**config.mk**
```make
export PLATFORM = sky130hd
export DESIGN_NAME = sd_spi_cmd_engine_flat
export DESIGN_NICKNAME = d
export VERILOG_FILES = /design/src/rtl/sd_spi_cmd_engine_if.sv /design/src/rtl/sd_spi_cmd_engine.sv /design/src/flat_wrapper.sv
export SDC_FILE = /design/constraint.sdc
export NUM_CORES = 1
export LEC_CHECK = 0
export CORE_MARGIN = 2
export CORE_UTILIZATION = 50
export DETAILED_ROUTE_END_ITERATION = 16
export GPL_ROUTABILITY_DRIVEN = 0
export PLACE_DENSITY = 0.73
export SYNTH_ARGS = -nofsm -noshare
export SYNTH_HDL_FRONTEND = slang
export SYNTH_SLANG_ARGS = --single-unit
```
**constraint.sdc**
```tcl
create_clock -name clk -period 5.55 [get_ports clk]
set_input_delay 1.665 -clock clk [delete_from_list [all_inputs] [get_ports clk]]
set_output_delay 1.665 -clock clk [all_outputs]
set_load 0.005 [all_outputs]
```
**src/rtl/sd_spi_cmd_engine_if.sv**
```systemverilog
// Command request / response bundle between a card-level FSM (master)
// and the SD SPI command engine (slave).
interface sd_spi_cmd_engine_if;
  logic        cmd_valid;
  logic        cmd_ready;
  logic [5:0]  cmd_index;
  logic [31:0] cmd_arg;
  logic [1:0]  cmd_rtype;
  logic        cmd_hold_cs;
  logic        rsp_valid;
  logic [7:0]  rsp_r1;
  logic [31:0] rsp_data;
  logic [1:0]  rsp_err;

  modport master (
    output cmd_valid, cmd_index, cmd_arg, cmd_rtype, cmd_hold_cs,
    input  cmd_ready, rsp_valid, rsp_r1, rsp_data, rsp_err
  );

  modport slave (
    input  cmd_valid, cmd_index, cmd_arg, cmd_rtype, cmd_hold_cs,
    output cmd_ready, rsp_valid, rsp_r1, rsp_data, rsp_err
  );
endinterface

```
**src/rtl/sd_spi_cmd_engine.sv**
```systemverilog
// SD SPI-mode command/response engine: frames CMD+ARG+CRC7, polls R1, collects
// R3/R7 payload or waits out R1b busy, all through a one-byte-in-flight SPI master.
module sd_spi_cmd_engine #(
  parameter int          NCR_MAX   = 16,
  parameter logic [23:0] BUSY_MAX  = 24'd500000,
  parameter int          GAP_BYTES = 1,
  parameter bit          CRC_EN    = 1'b1
) (
  input  logic               clk,
  input  logic               rst_n,
  sd_spi_cmd_engine_if.slave cmd,
  output logic               spi_start,
  output logic [7:0]         spi_mosi,
  input  logic               spi_busy,
  input  logic               spi_done,
  input  logic [7:0]         spi_miso,
  output logic               sd_cs_n
);

  typedef enum logic [3:0] {
    S_IDLE, S_PRE, S_SEND, S_POLL, S_EXT, S_BUSY, S_FIN, S_GAP, S_DONE
  } state_t;

  localparam logic [23:0] NCR_LIM = NCR_MAX[23:0];
  localparam logic [23:0] GAP_LIM = GAP_BYTES[23:0];

  function automatic logic [6:0] crc7(input logic [39:0] d);
    logic [6:0] c;
    logic       fb;
    c = '0;
    for (int i = 39; i >= 0; i--) begin
      fb = d[i] ^ c[6];
      c  = {c[5:0], 1'b0};
      if (fb) c = c ^ 7'h09;
    end
    return c;
  endfunction

  state_t      state_q, state_d;
  logic [47:0] frame_q, frame_d;
  logic [1:0]  rtype_q, rtype_d;
  logic        hold_q, hold_d;
  logic [23:0] cnt_q, cnt_d;
  logic        out_q, out_d;
  logic        spi_start_q, spi_start_d;
  logic [7:0]  spi_mosi_q, spi_mosi_d;
  logic        cs_n_q, cs_n_d;
  logic        ready_q, ready_d;
  logic        rsp_valid_q, rsp_valid_d;
  logic [7:0]  r1_q, r1_d;
  logic [31:0] data_q, data_d;
  logic [1:0]  err_q, err_d;

  logic        byte_ok;
  logic        byte_rx;
  logic        tx_en;
  logic [7:0]  tx_byte;
  logic [23:0] cnt_inc;
  logic [6:0]  crc_calc;
  logic        crc_on;

  assign cnt_inc  = (&cnt_q) ? cnt_q : cnt_q + 24'd1;
  assign crc_calc = crc7({2'b01, cmd.cmd_index, cmd.cmd_arg});
  // CMD0 and CMD8 are checked by the card even in CRC-off mode.
  assign crc_on   = CRC_EN || (cmd.cmd_index == 6'd0) || (cmd.cmd_index == 6'd8);
  assign byte_ok  = !out_q && !spi_busy && !spi_done;
  assign byte_rx  = out_q && spi_done;

  always_comb begin
    state_d     = state_q;
    frame_d     = frame_q;
    rtype_d     = rtype_q;
    hold_d      = hold_q;
    cnt_d       = cnt_q;
    out_d       = out_q;
    spi_start_d = 1'b0;
    spi_mosi_d  = spi_mosi_q;
    cs_n_d      = cs_n_q;
    ready_d     = ready_q;
    rsp_valid_d = 1'b0;
    r1_d        = r1_q;
    data_d      = data_q;
    err_d       = err_q;
    tx_en       = 1'b0;
    tx_byte     = 8'hFF;

    if (byte_rx) out_d = 1'b0;

    case (state_q)
      S_IDLE: begin
        if (cmd.cmd_valid && ready_q) begin
          frame_d = {2'b01, cmd.cmd_index, cmd.cmd_arg,
                     crc_on ? {crc_calc, 1'b1} : 8'hFF};
          rtype_d = cmd.cmd_rtype;
          hold_d  = cmd.cmd_hold_cs;
          ready_d = 1'b0;
          cs_n_d  = 1'b0;
          r1_d    = 8'hFF;
          data_d  = '0;
          err_d   = 2'd0;
          cnt_d   = '0;
          state_d = S_PRE;
        end
      end
      S_PRE: begin
        tx_en = 1'b1;
        if (byte_rx) begin
          cnt_d   = '0;
          state_d = S_SEND;
        end
      end
      S_SEND: begin
        tx_en   = 1'b1;
        tx_byte = frame_q[47:40];
        if (byte_rx) begin
          frame_d = {frame_q[39:0], 8'hFF};
          cnt_d   = cnt_inc;
          if (cnt_q == 24'd5) begin
            cnt_d   = '0;
            state_d = S_POLL;
          end
        end
      end
      S_POLL: begin
        tx_en = 1'b1;
        if (byte_rx) begin
          if (!spi_miso[7]) begin
            r1_d  = spi_miso;
            cnt_d = '0;
            if (spi_miso[2]) begin
              err_d   = 2'd3;
              state_d = S_FIN;
            end else if (rtype_q == 2'd2) begin
              state_d = S_EXT;
            end else if (rtype_q == 2'd1) begin
              state_d = S_BUSY;
            end else begin
              state_d = S_FIN;
            end
          end else begin
            cnt_d = cnt_inc;
            if (cnt_inc >= NCR_LIM) begin
              err_d   = 2'd1;
              r1_d    = 8'hFF;
              state_d = S_FIN;
            end
          end
        end
      end
      S_EXT: begin
        tx_en = 1'b1;
        if (byte_rx) begin
          data_d = {data_q[23:0], spi_miso};
          cnt_d  = cnt_inc;
          if (cnt_q == 24'd3) state_d = S_FIN;
        end
      end
      S_BUSY: begin
        tx_en = 1'b1;
        if (byte_rx) begin
          if (spi_miso != 8'h00) begin
            state_d = S_FIN;
          end else begin
            cnt_d = cnt_inc;
            if (cnt_inc >= BUSY_MAX) begin
              err_d   = 2'd2;
              state_d = S_FIN;
            end
          end
        end
      end
      S_FIN: begin
        cnt_d = '0;
        if (hold_q) begin
          rsp_valid_d = 1'b1;
          state_d     = S_DONE;
        end else begin
          cs_n_d = 1'b1;
          if (GAP_LIM == 24'd0) begin
            rsp_valid_d = 1'b1;
            state_d     = S_DONE;
          end else begin
            state_d = S_GAP;
          end
        end
      end
      S_GAP: begin
        tx_en = 1'b1;
        if (byte_rx) begin
          cnt_d = cnt_inc;
          if (cnt_inc >= GAP_LIM) begin
            rsp_valid_d = 1'b1;
            state_d     = S_DONE;
          end
        end
      end
      S_DONE: begin
        ready_d = 1'b1;
        state_d = S_IDLE;
      end
      default: state_d = S_IDLE;
    endcase

    // byte_ok excludes the spi_done cycle, so a start never overlaps a receive.
    if (tx_en && byte_ok) begin
      spi_start_d = 1'b1;
      spi_mosi_d  = tx_byte;
      out_d       = 1'b1;
    end
  end

  always_ff @(posedge clk or negedge rst_n) begin
    if (!rst_n) begin
      state_q     <= S_IDLE;
      frame_q     <= '1;
      rtype_q     <= 2'd0;
      hold_q      <= 1'b0;
      cnt_q       <= '0;
      out_q       <= 1'b0;
      spi_start_q <= 1'b0;
      spi_mosi_q  <= 8'hFF;
      cs_n_q      <= 1'b1;
      ready_q     <= 1'b1;
      rsp_valid_q <= 1'b0;
      r1_q        <= 8'hFF;
      data_q      <= '0;
      err_q       <= 2'd0;
    end else begin
      state_q     <= state_d;
      frame_q     <= frame_d;
      rtype_q     <= rtype_d;
      hold_q      <= hold_d;
      cnt_q       <= cnt_d;
      out_q       <= out_d;
      spi_start_q <= spi_start_d;
      spi_mosi_q  <= spi_mosi_d;
      cs_n_q      <= cs_n_d;
      ready_q     <= ready_d;
      rsp_valid_q <= rsp_valid_d;
      r1_q        <= r1_d;
      data_q      <= data_d;
      err_q       <= err_d;
    end
  end

  assign spi_start     = spi_start_q;
  assign spi_mosi      = spi_mosi_q;
  assign sd_cs_n       = cs_n_q;
  assign cmd.cmd_ready = ready_q;
  assign cmd.rsp_valid = rsp_valid_q;
  assign cmd.rsp_r1    = r1_q;
  assign cmd.rsp_data  = data_q;
  assign cmd.rsp_err   = err_q;

endmodule

```
**src/flat_wrapper.sv**
```systemverilog
// flat-port wrapper written by rule: the top's interface ports become plain ports
module sd_spi_cmd_engine_flat 
#(
  parameter int          NCR_MAX   = 16,
  parameter logic [23:0] BUSY_MAX  = 24'd500000,
  parameter int          GAP_BYTES = 1,
  parameter bit          CRC_EN    = 1'b1
)
  (clk, rst_n, spi_start, spi_mosi, spi_busy, spi_done, spi_miso, sd_cs_n, cmd_cmd_valid, cmd_cmd_index, cmd_cmd_arg, cmd_cmd_rtype, cmd_cmd_hold_cs, cmd_cmd_ready, cmd_rsp_valid, cmd_rsp_r1, cmd_rsp_data, cmd_rsp_err);
  sd_spi_cmd_engine_if cmd_i ();
  input  logic clk;
  input  logic rst_n;
  output logic spi_start;
  output logic [7:0] spi_mosi;
  input  logic spi_busy;
  input  logic spi_done;
  input  logic [7:0] spi_miso;
  output logic sd_cs_n;
  input wire logic [$bits(cmd_i.cmd_valid)-1:0] cmd_cmd_valid;
  input wire logic [$bits(cmd_i.cmd_index)-1:0] cmd_cmd_index;
  input wire logic [$bits(cmd_i.cmd_arg)-1:0] cmd_cmd_arg;
  input wire logic [$bits(cmd_i.cmd_rtype)-1:0] cmd_cmd_rtype;
  input wire logic [$bits(cmd_i.cmd_hold_cs)-1:0] cmd_cmd_hold_cs;
  output wire logic [$bits(cmd_i.cmd_ready)-1:0] cmd_cmd_ready;
  output wire logic [$bits(cmd_i.rsp_valid)-1:0] cmd_rsp_valid;
  output wire logic [$bits(cmd_i.rsp_r1)-1:0] cmd_rsp_r1;
  output wire logic [$bits(cmd_i.rsp_data)-1:0] cmd_rsp_data;
  output wire logic [$bits(cmd_i.rsp_err)-1:0] cmd_rsp_err;
  assign cmd_i.cmd_valid = cmd_cmd_valid;
  assign cmd_i.cmd_index = cmd_cmd_index;
  assign cmd_i.cmd_arg = cmd_cmd_arg;
  assign cmd_i.cmd_rtype = cmd_cmd_rtype;
  assign cmd_i.cmd_hold_cs = cmd_cmd_hold_cs;
  assign cmd_cmd_ready = cmd_i.cmd_ready;
  assign cmd_rsp_valid = cmd_i.rsp_valid;
  assign cmd_rsp_r1 = cmd_i.rsp_r1;
  assign cmd_rsp_data = cmd_i.rsp_data;
  assign cmd_rsp_err = cmd_i.rsp_err;
  sd_spi_cmd_engine #(.NCR_MAX(NCR_MAX), .BUSY_MAX(BUSY_MAX), .GAP_BYTES(GAP_BYTES), .CRC_EN(CRC_EN)) u_core (.clk(clk), .rst_n(rst_n), .cmd(cmd_i), .spi_start(spi_start), .spi_mosi(spi_mosi), .spi_busy(spi_busy), .spi_done(spi_done), .spi_miso(spi_miso), .sd_cs_n(sd_cs_n));
endmodule
```
==> results.sh, run 1 <==
export IMPL_outcome="complete, no violations"
export IMPL_postCtsSetupRepairBufs=0
export IMPL_max_freq_ghz=0.248
export IMPL_globalRouteTotalUtil_pct=23.0
export IMPL_yosys_area_top_type_share_pct=22.5
export IMPL_final_common_cell="sky130_fd_sc_hd__nand2_1"
export IMPL_asyncSetResetFlopFracSynth_pct=100
export IMPL_crit_path_frequent_cell="sky130_fd_sc_hd__nand4_1"
export IMPL_finalSetupViolations=0
export IMPL_adder_and_majority_gate_portion_of_the_synthesized_area_pct=0.494
export IMPL_cp_start_kind="flop"
export IMPL_crit_path_end_kind="flop"
export IMPL_fp_dieH_um=127
export IMPL_grt_pass1_vias=5975
export IMPL_count_of_cell_types_in_the_netlist=71
export IMPL_core_area_um2=15000
export IMPL_cts_reportedPaths_clkPinSlew_ns=0.05
export IMPL_post_route_period_util_pct=72.8
export IMPL_synth_net_count=929
export IMPL_post_dp_hpwl_um=12700
export IMPL_biggest_area_consumer_among_synthesized_cells="sky130_fd_sc_hd__dfstp_2"
export IMPL_ff_latch_area_um2=3410
export IMPL_clock_root_buffer="sky130_fd_sc_hd__clkbuf_16"
export IMPL_cts_buffers_inserted=17
export IMPL_clock_skew_final_ns=0.0114
export IMPL_setup_reg_to_reg_worst_slack_ns=1.51
export IMPL_drc=0
export IMPL_timing_critical_path_fanout_max=9
export IMPL_report_final_slew_viol_count=0
export IMPL_clock_sinks=133
export IMPL_post_synth_main_area_contributors="sky130_fd_sc_hd__dfstp_2, sky130_fd_sc_hd__dfrtp_1, sky130_fd_sc_hd__nand2_1"
export IMPL_drtIter0Drc=605
export IMPL_powerDensity_nw_per_um2=480
export IMPL_area_growth_synth_to_final_pct=22.1
export IMPL_hold_viol_final=0
export IMPL_firstDrtPassIters=5
export IMPL_cts_tree="built"
export IMPL_synth_simple_area_share_pct=22.7
export IMPL_ordered_cell_list_for_the_critical_path="ha_1 -> nand4_1 -> nor3_2 -> a2111oi_1 -> xnor2_1 -> nand4_1 -> or4_4 -> o41a_1 -> o21ai_2 -> mux2_1"
export IMPL_average_wire_per_standard_cell_um=15.9
export IMPL_grt_pass1_wl_um=30000
export IMPL_ant_nets=0
export IMPL_placed_area_um2=8730
export IMPL_synth_cells=872
export IMPL_fill_cell_instance_count_of_the_final_layout=1330
export IMPL_io_pins=108
export IMPL_worst_slew_margin_rel_pct=40.2
export IMPL_synth_edff_count=0
export IMPL_synth_area_mux_share_pct=1.98
export IMPL_post_layout_min_period_ns=4.04
export IMPL_post_route_cells_drive_above_1_share_pct=13.0
export IMPL_die_w_um=127
export IMPL_crit_required_ns=5.85
export IMPL_postSynth_topFlopCell="sky130_fd_sc_hd__dfrtp_1"
export IMPL_clk_latency_ns=0.42
export IMPL_vias_per_cell=5.66
export IMPL_critical_path_arrival_ns=4.33
export IMPL_rsz0062_at_grt="no"
export IMPL_htreeDepth=4
export IMPL_wire_length_reported_by_the_detailed_router_um=18200
export IMPL_num_antenna_cells=0
export IMPL_gr_total_overflow=0
export IMPL_slowest_delay_ns=0.63
export IMPL_post_synth_cell_area_avg_um2=8.72
export IMPL_synth_compound_area_share_pct=15.7
export IMPL_pin_count_of_the_biggest_net_entering_global_routing=96
export IMPL_initial_core_util_pct=50.6
export IMPL_synth_ff_latch_count=133
export IMPL_timing_setup_tns_ns=0
export IMPL_post_route_cell_area_um2=9280
export IMPL_vdd_drop_max_uv=280
export IMPL_routed_via_count=6487
export IMPL_post_route_util_pct=61.7
export IMPL_cell_area_after_technology_mapping_um2=7600
export IMPL_multi_input_comb_area_um2=3900
export IMPL_main_combinational_cell_family_by_area_after_synthesis="simple AND/OR/NAND/NOR gates"
export IMPL_cts_resized_gates=0
export IMPL_drv_cap=0
export IMPL_worst_setup_path_type="reg -> reg"
export IMPL_cp_slowest_cell="sky130_fd_sc_hd__or4_4"
export IMPL_layout_common_cells="sky130_fd_sc_hd__nand2_1, sky130_fd_sc_hd__clkdlybuf4s50_1, sky130_fd_sc_hd__nor2_1"
export IMPL_yosysWarningCount=0
export IMPL_ctsHoldBuffers=0
export IMPL_power_leakage_nw=3.72
export IMPL_number_of_antenna_violations_at_the_first_check_in_global_routing=0
export IMPL_place_port_buffers=107
export IMPL_clk_path_buf_depth=2
export IMPL_total_number_of_nets_in_the_final_design=1003
export IMPL_worst_pin_slew_ns=0.896
export IMPL_hold_path_class="reg -> reg"
export IMPL_synth_xor_xnor_area_share_pct=10.0
export IMPL_yosysSeqAreaShare_pct=44.9
export IMPL_die_area_um2=16200
export IMPL_core_rowCount=45
[cell usage after synthesis, types with 14 or more instances]
cell type                  instances
sky130_fd_sc_hd__a21oi_1          20
sky130_fd_sc_hd__a31oi_1          45
sky130_fd_sc_hd__clkbuf_1         42
sky130_fd_sc_hd__dfrtp_1          68
sky130_fd_sc_hd__dfstp_2          65
sky130_fd_sc_hd__inv_1            17
sky130_fd_sc_hd__nand2_1         176
sky130_fd_sc_hd__nand3_1          14
sky130_fd_sc_hd__nor2_1           97
sky130_fd_sc_hd__o21ai_0          75
sky130_fd_sc_hd__o31ai_1          15
sky130_fd_sc_hd__xnor2_1          53
sky130_fd_sc_hd__xor2_1           16
[through the flow]
step	hold slack (ns)	cells	total power [mW]	worst slack, ns
finish	0.465	1147	4.45	1.51
global route	0.489	1147	4.78	1.29
CTS	0.468	1147	4.48	1.55
detailed placement	0.456	1115	3.44	1.19
global placement	0.453	1115	3.40	1.26
floorplan	0.454	872	2.90	1.95
[flip-flops by register name, summed over array words and instances (netlist names), 2 cells and up]
register / cells
u_core.rtype_q: 2
u_core.spi_mosi: 8
u_core.frame_q: 47
u_core.cmd.rsp_data: 32
u_core.state_q: 4
u_core.cnt_q: 24
u_core.cmd.rsp_err: 2
u_core.cmd.rsp_r1: 8
[cell families (layout without fill, tap and decap cells)]
logic type | count (synthesis) | after routing
AOI/OAI and AO/OA | 192 | 192
xor gates and xnor gates | 76 | 76
adders and majority gates | 3 | 3
buffers and inverters | 77 | 164
DFF | 133 | 133
muxes | 14 | 14
and+or+nand+nor | 377 | 377
[critical path: cells and delay by family (launching register included)]
kind / cells / cell delay, ns
adder cells (fa/ha/maj): 1 / 0.31
flip-flops: 1 / 0.46
multiplexers: 1 / 0.34
AO/OA/AOI/OAI: 3 / 0.88
AND/OR/NAND/NOR: 4 / 1.75
XOR/XNOR: 1 / 0.19
[layer usage]
layer	vias up	GRT usage [%]	wire (um)
met5	-	0	0
met4	0	8.21	371
met3	26	3.73	834
met2	215	36.1	8560
met1	3076	32.5	8470
li1	3170	-	-
[power by group]
group	leakage [nW]	internal [mW]	total, mW	switching, mW
clock network	0.262	0.615	1.02	0.406
logic	1.85	0.781	1.76	0.980
registers	1.61	1.43	1.67	0.241
total	3.72	2.82	4.45	1.63
[worst paths after layout]
path                                         to                  from  cells past startpoint
min in group asynchronous      u_core.cnt_q[19]                 rst_n                      1
hold reg to reg            u_core.cmd.rsp_r1[3]  u_core.cmd.rsp_r1[3]                      2
hold / removal             u_core.cmd.rsp_r1[3]  u_core.cmd.rsp_r1[3]                      2
setup reg to reg              u_core.state_q[0]       u_core.cnt_q[0]                     10
setup / recovery              u_core.state_q[0]       u_core.cnt_q[0]                     10
max in group asynchronous    u_core.frame_q[12]                 rst_n                      2
[area by class of cell]
| cell class | count | share of cell area, % |
|---|---|---|
| Sequential cell | 133 | 36.7 |
| Clock inverter | 8 | 0.553 |
| Multi-Input combinational cell | 662 | 42.0 |
| Timing Repair Buffer | 115 | 12.2 |
| Clock buffer | 24 | 5.30 |
| Tap cell | 188 | 2.54 |
| Inverter | 17 | 0.688 |
Note: power is estimated with default switching activity, not from simulation.
==> run 2, diff against run 1 <==
- PLACE_DENSITY: 0.73 -> 0.76
- clock period: 5.55 -> 3.7 ns (I/O delays scaled with it)
==> run 2 against run 1 <==
Compared with the run above:
- fmax increased by 12%
- worst setup slack got worse by 1.4 ns
- clock skew about the same
- combinational power increased by 64%
- utilization increased by 3.1 points
- global-route usage increased by 1.5 points
- critical path depth decreased by 1
- die area unchanged
- sequential share of layout area decreased by 1.7 points
- worst hold slack got worse by 0.00083 ns
- wire length increased by 5.7%
- critical endpoint unchanged
==> results.sh, run 2 (synthesis gave the netlist of run 1 again) <==
export IMPL_finalSetupViolations=0
export IMPL_number_of_antenna_violations_at_the_first_check_in_global_routing=0
export IMPL_power_leakage_nw=4.02
export IMPL_routed_via_count=6799
export IMPL_setup_reg_to_reg_worst_slack_ns=0.11
export IMPL_worst_hold_startpoint="u_core.cmd.rsp_r1[3]"
export IMPL_vias_per_cell=5.68
export IMPL_r2r_worst_path_cells=9
export IMPL_clock_skew_final_ns=0.0110
export IMPL_placement_setup_worst_slack_ns=-0.126
export IMPL_outcome="complete, no violations"
export IMPL_die_w_um=127
export IMPL_core_rowCount=45
export IMPL_largest_register_ffs=47
export IMPL_clk_path_buf_depth=2
export IMPL_setup_ws_ns=0.110
export IMPL_grt_pass1_vias=6492
export IMPL_instance_count_along_the_most_critical_hold_path=2
export IMPL_fp_dieH_um=127
export IMPL_post_layout_min_period_ns=3.59
export IMPL_cts_reportedPaths_clkPinSlew_ns=0.06
export IMPL_rsz0062_at_grt="no"
export IMPL_layout_common_cells="sky130_fd_sc_hd__nand2_1, sky130_fd_sc_hd__clkdlybuf4s50_1, sky130_fd_sc_hd__nor2_1"
export IMPL_hold_path_class="reg -> reg"
export IMPL_wire_length_reported_by_the_detailed_router_um=19300
export IMPL_drtIter0Drc=644
export IMPL_final_common_cell="sky130_fd_sc_hd__nand2_1"
export IMPL_regToRegStartpoint="u_core.cnt_q[11]"
export IMPL_cp_start_kind="flop"
export IMPL_clock_root_buffer="sky130_fd_sc_hd__clkbuf_16"
export IMPL_pin_count_of_the_biggest_net_entering_global_routing=96
export IMPL_hold_viol_final=0
export IMPL_grt_pass1_wl_um=31800
export IMPL_rr_endpoint="u_core.state_q[0]"
export IMPL_clk_latency_ns=0.43
export IMPL_io_pins=108
export IMPL_timing_setup_tns_ns=0
export IMPL_crit_path_frequent_cell="sky130_fd_sc_hd__nand4_1"
export IMPL_htreeDepth=4
export IMPL_largest_register="u_core.frame_q"
export IMPL_globalRouteTotalUtil_pct=24.5
export IMPL_vdd_drop_max_uv=533
export IMPL_slowest_delay_ns=0.68
export IMPL_post_route_period_util_pct=97.0
export IMPL_critical_path_arrival_ns=3.89
export IMPL_cp_slowest_cell="sky130_fd_sc_hd__or4b_2"
export IMPL_clock_sinks=133
export IMPL_worst_pin_slew_ns=0.864
export IMPL_timing_critical_path_fanout_max=6
export IMPL_ctsHoldBuffers=0
export IMPL_post_dp_hpwl_um=13600
export IMPL_die_area_um2=16200
export IMPL_crit_required_ns=4.00
export IMPL_post_route_cells_drive_above_1_share_pct=17.7
export IMPL_drv_cap=0
export IMPL_average_wire_per_standard_cell_um=16.1
export IMPL_cts_buffers_inserted=17
export IMPL_powerDensity_nw_per_um2=719
export IMPL_worst_setup_path_type="reg -> reg"
export IMPL_core_area_um2=15000
export IMPL_gr_total_overflow=0
export IMPL_cts_tree="built"
export IMPL_num_antenna_cells=0
export IMPL_worst_slew_margin_rel_pct=42.4
export IMPL_area_growth_synth_to_final_pct=28.1
export IMPL_worstHoldEndpoint="u_core.cmd.rsp_r1[3]"
export IMPL_max_freq_ghz=0.279
export IMPL_ant_nets=0
export IMPL_total_power_mw=7.01
export IMPL_ordered_cell_list_for_the_critical_path="and4_2 -> nand4_1 -> or4b_2 -> xor2_1 -> nand4_1 -> or4_4 -> o41a_1 -> o21ai_2 -> mux2_1"
export IMPL_firstDrtPassIters=5
export IMPL_total_number_of_nets_in_the_final_design=1054
export IMPL_crit_path_end_kind="flop"
export IMPL_place_port_buffers=107
export IMPL_initial_core_util_pct=50.6
export IMPL_drc=0
export IMPL_report_final_slew_viol_count=0
-- run 2: cell types whose count changed in the layout (fill, tap and decap cells not counted), moves of 2 or more --
cell and change:
sky130_fd_sc_hd__buf_12 +2, sky130_fd_sc_hd__inv_6 +3, sky130_fd_sc_hd__clkinv_2 -2, sky130_fd_sc_hd__clkinvlp_4 -2, sky130_fd_sc_hd__buf_4 +49
-- run 2: metrics by stage --
step           hold slack (ns)  instances  utilization [%]  area (um2)
2_1_floorplan            0.454        872                -        7600
3_3_place_gp             0.453       1166             60.8        9140
3_5_place_dp             0.455       1166             60.8        9140
4_1_cts                  0.468       1198             64.7        9730
5_1_grt                  0.482       1198             64.8        9740
6_report                 0.464       1198             64.8        9740
-- run 2: worst max-delay path, delay by kind of cell (launching register included) --
family	cells	cell delay [ns]
AO/OA/AOI/OAI	2	0.57
AND/OR/NAND/NOR	5	2.03
XOR/XNOR	1	0.16
multiplexers	1	0.35
flip-flops	1	0.35
-- run 2: cell type report --
cell class / instances / area, um2
Fill cell: 1244 / 5290
Multi-Input combinational cell: 662 / 3900
Sequential cell: 133 / 3410
Timing Repair Buffer: 166 / 1540
Clock buffer: 23 / 499
Tap cell: 188 / 235
Clock inverter: 9 / 91.3
Inverter: 17 / 63.8
-- run 2: timing repair --
action / CTS / global route
endpoints found under the setup margin: 0 / 7
setup buffers: 0 / 0
hold endpoints to repair: 0 / 0
gates resized for setup: 0 / 2
-- run 2: how the worst max path moves through the flow --
stage | startpoint | endpoint | slack [ns] | cells past startpoint
global placement | cmd_cmd_index[5] | u_core.frame_q[6] | -0.007 | 9
floorplan | u_core.cnt_q[5] | u_core.state_q[0] | 0.14 | 12
CTS | u_core.cnt_q[0] | u_core.state_q[0] | 0.08 | 10
finish | u_core.cnt_q[11] | u_core.state_q[0] | 0.11 | 9
detailed placement | cmd_cmd_index[5] | u_core.frame_q[6] | -0.13 | 9
global route | u_core.cnt_q[4] | u_core.state_q[0] | 0.001 | 9
-- run 2: layer usage --
| layer | global-route usage, % | wire [um] |
|---|---|---|
| met1 | 33.3 | 8710 |
| met2 | 38.6 | 9140 |
| met3 | 5.53 | 914 |
| met4 | 9.37 | 512 |
| met5 | 0 | 0 |
-- run 2: where the power goes --
group | internal (mW) | switching, mW | total (mW)
Combinational | 1.29 | 1.59 | 2.88
Sequential | 2.14 | 0.306 | 2.45
Clock | 1.02 | 0.651 | 1.68
Total | 4.46 | 2.55 | 7.01
==> run 3, diff against run 2 <==
- ABC_CLOCK_PERIOD_IN_PS: default -> 3700
==> results of run 3 <==
Final layout, timing and power as in run 2 (identical DEF).
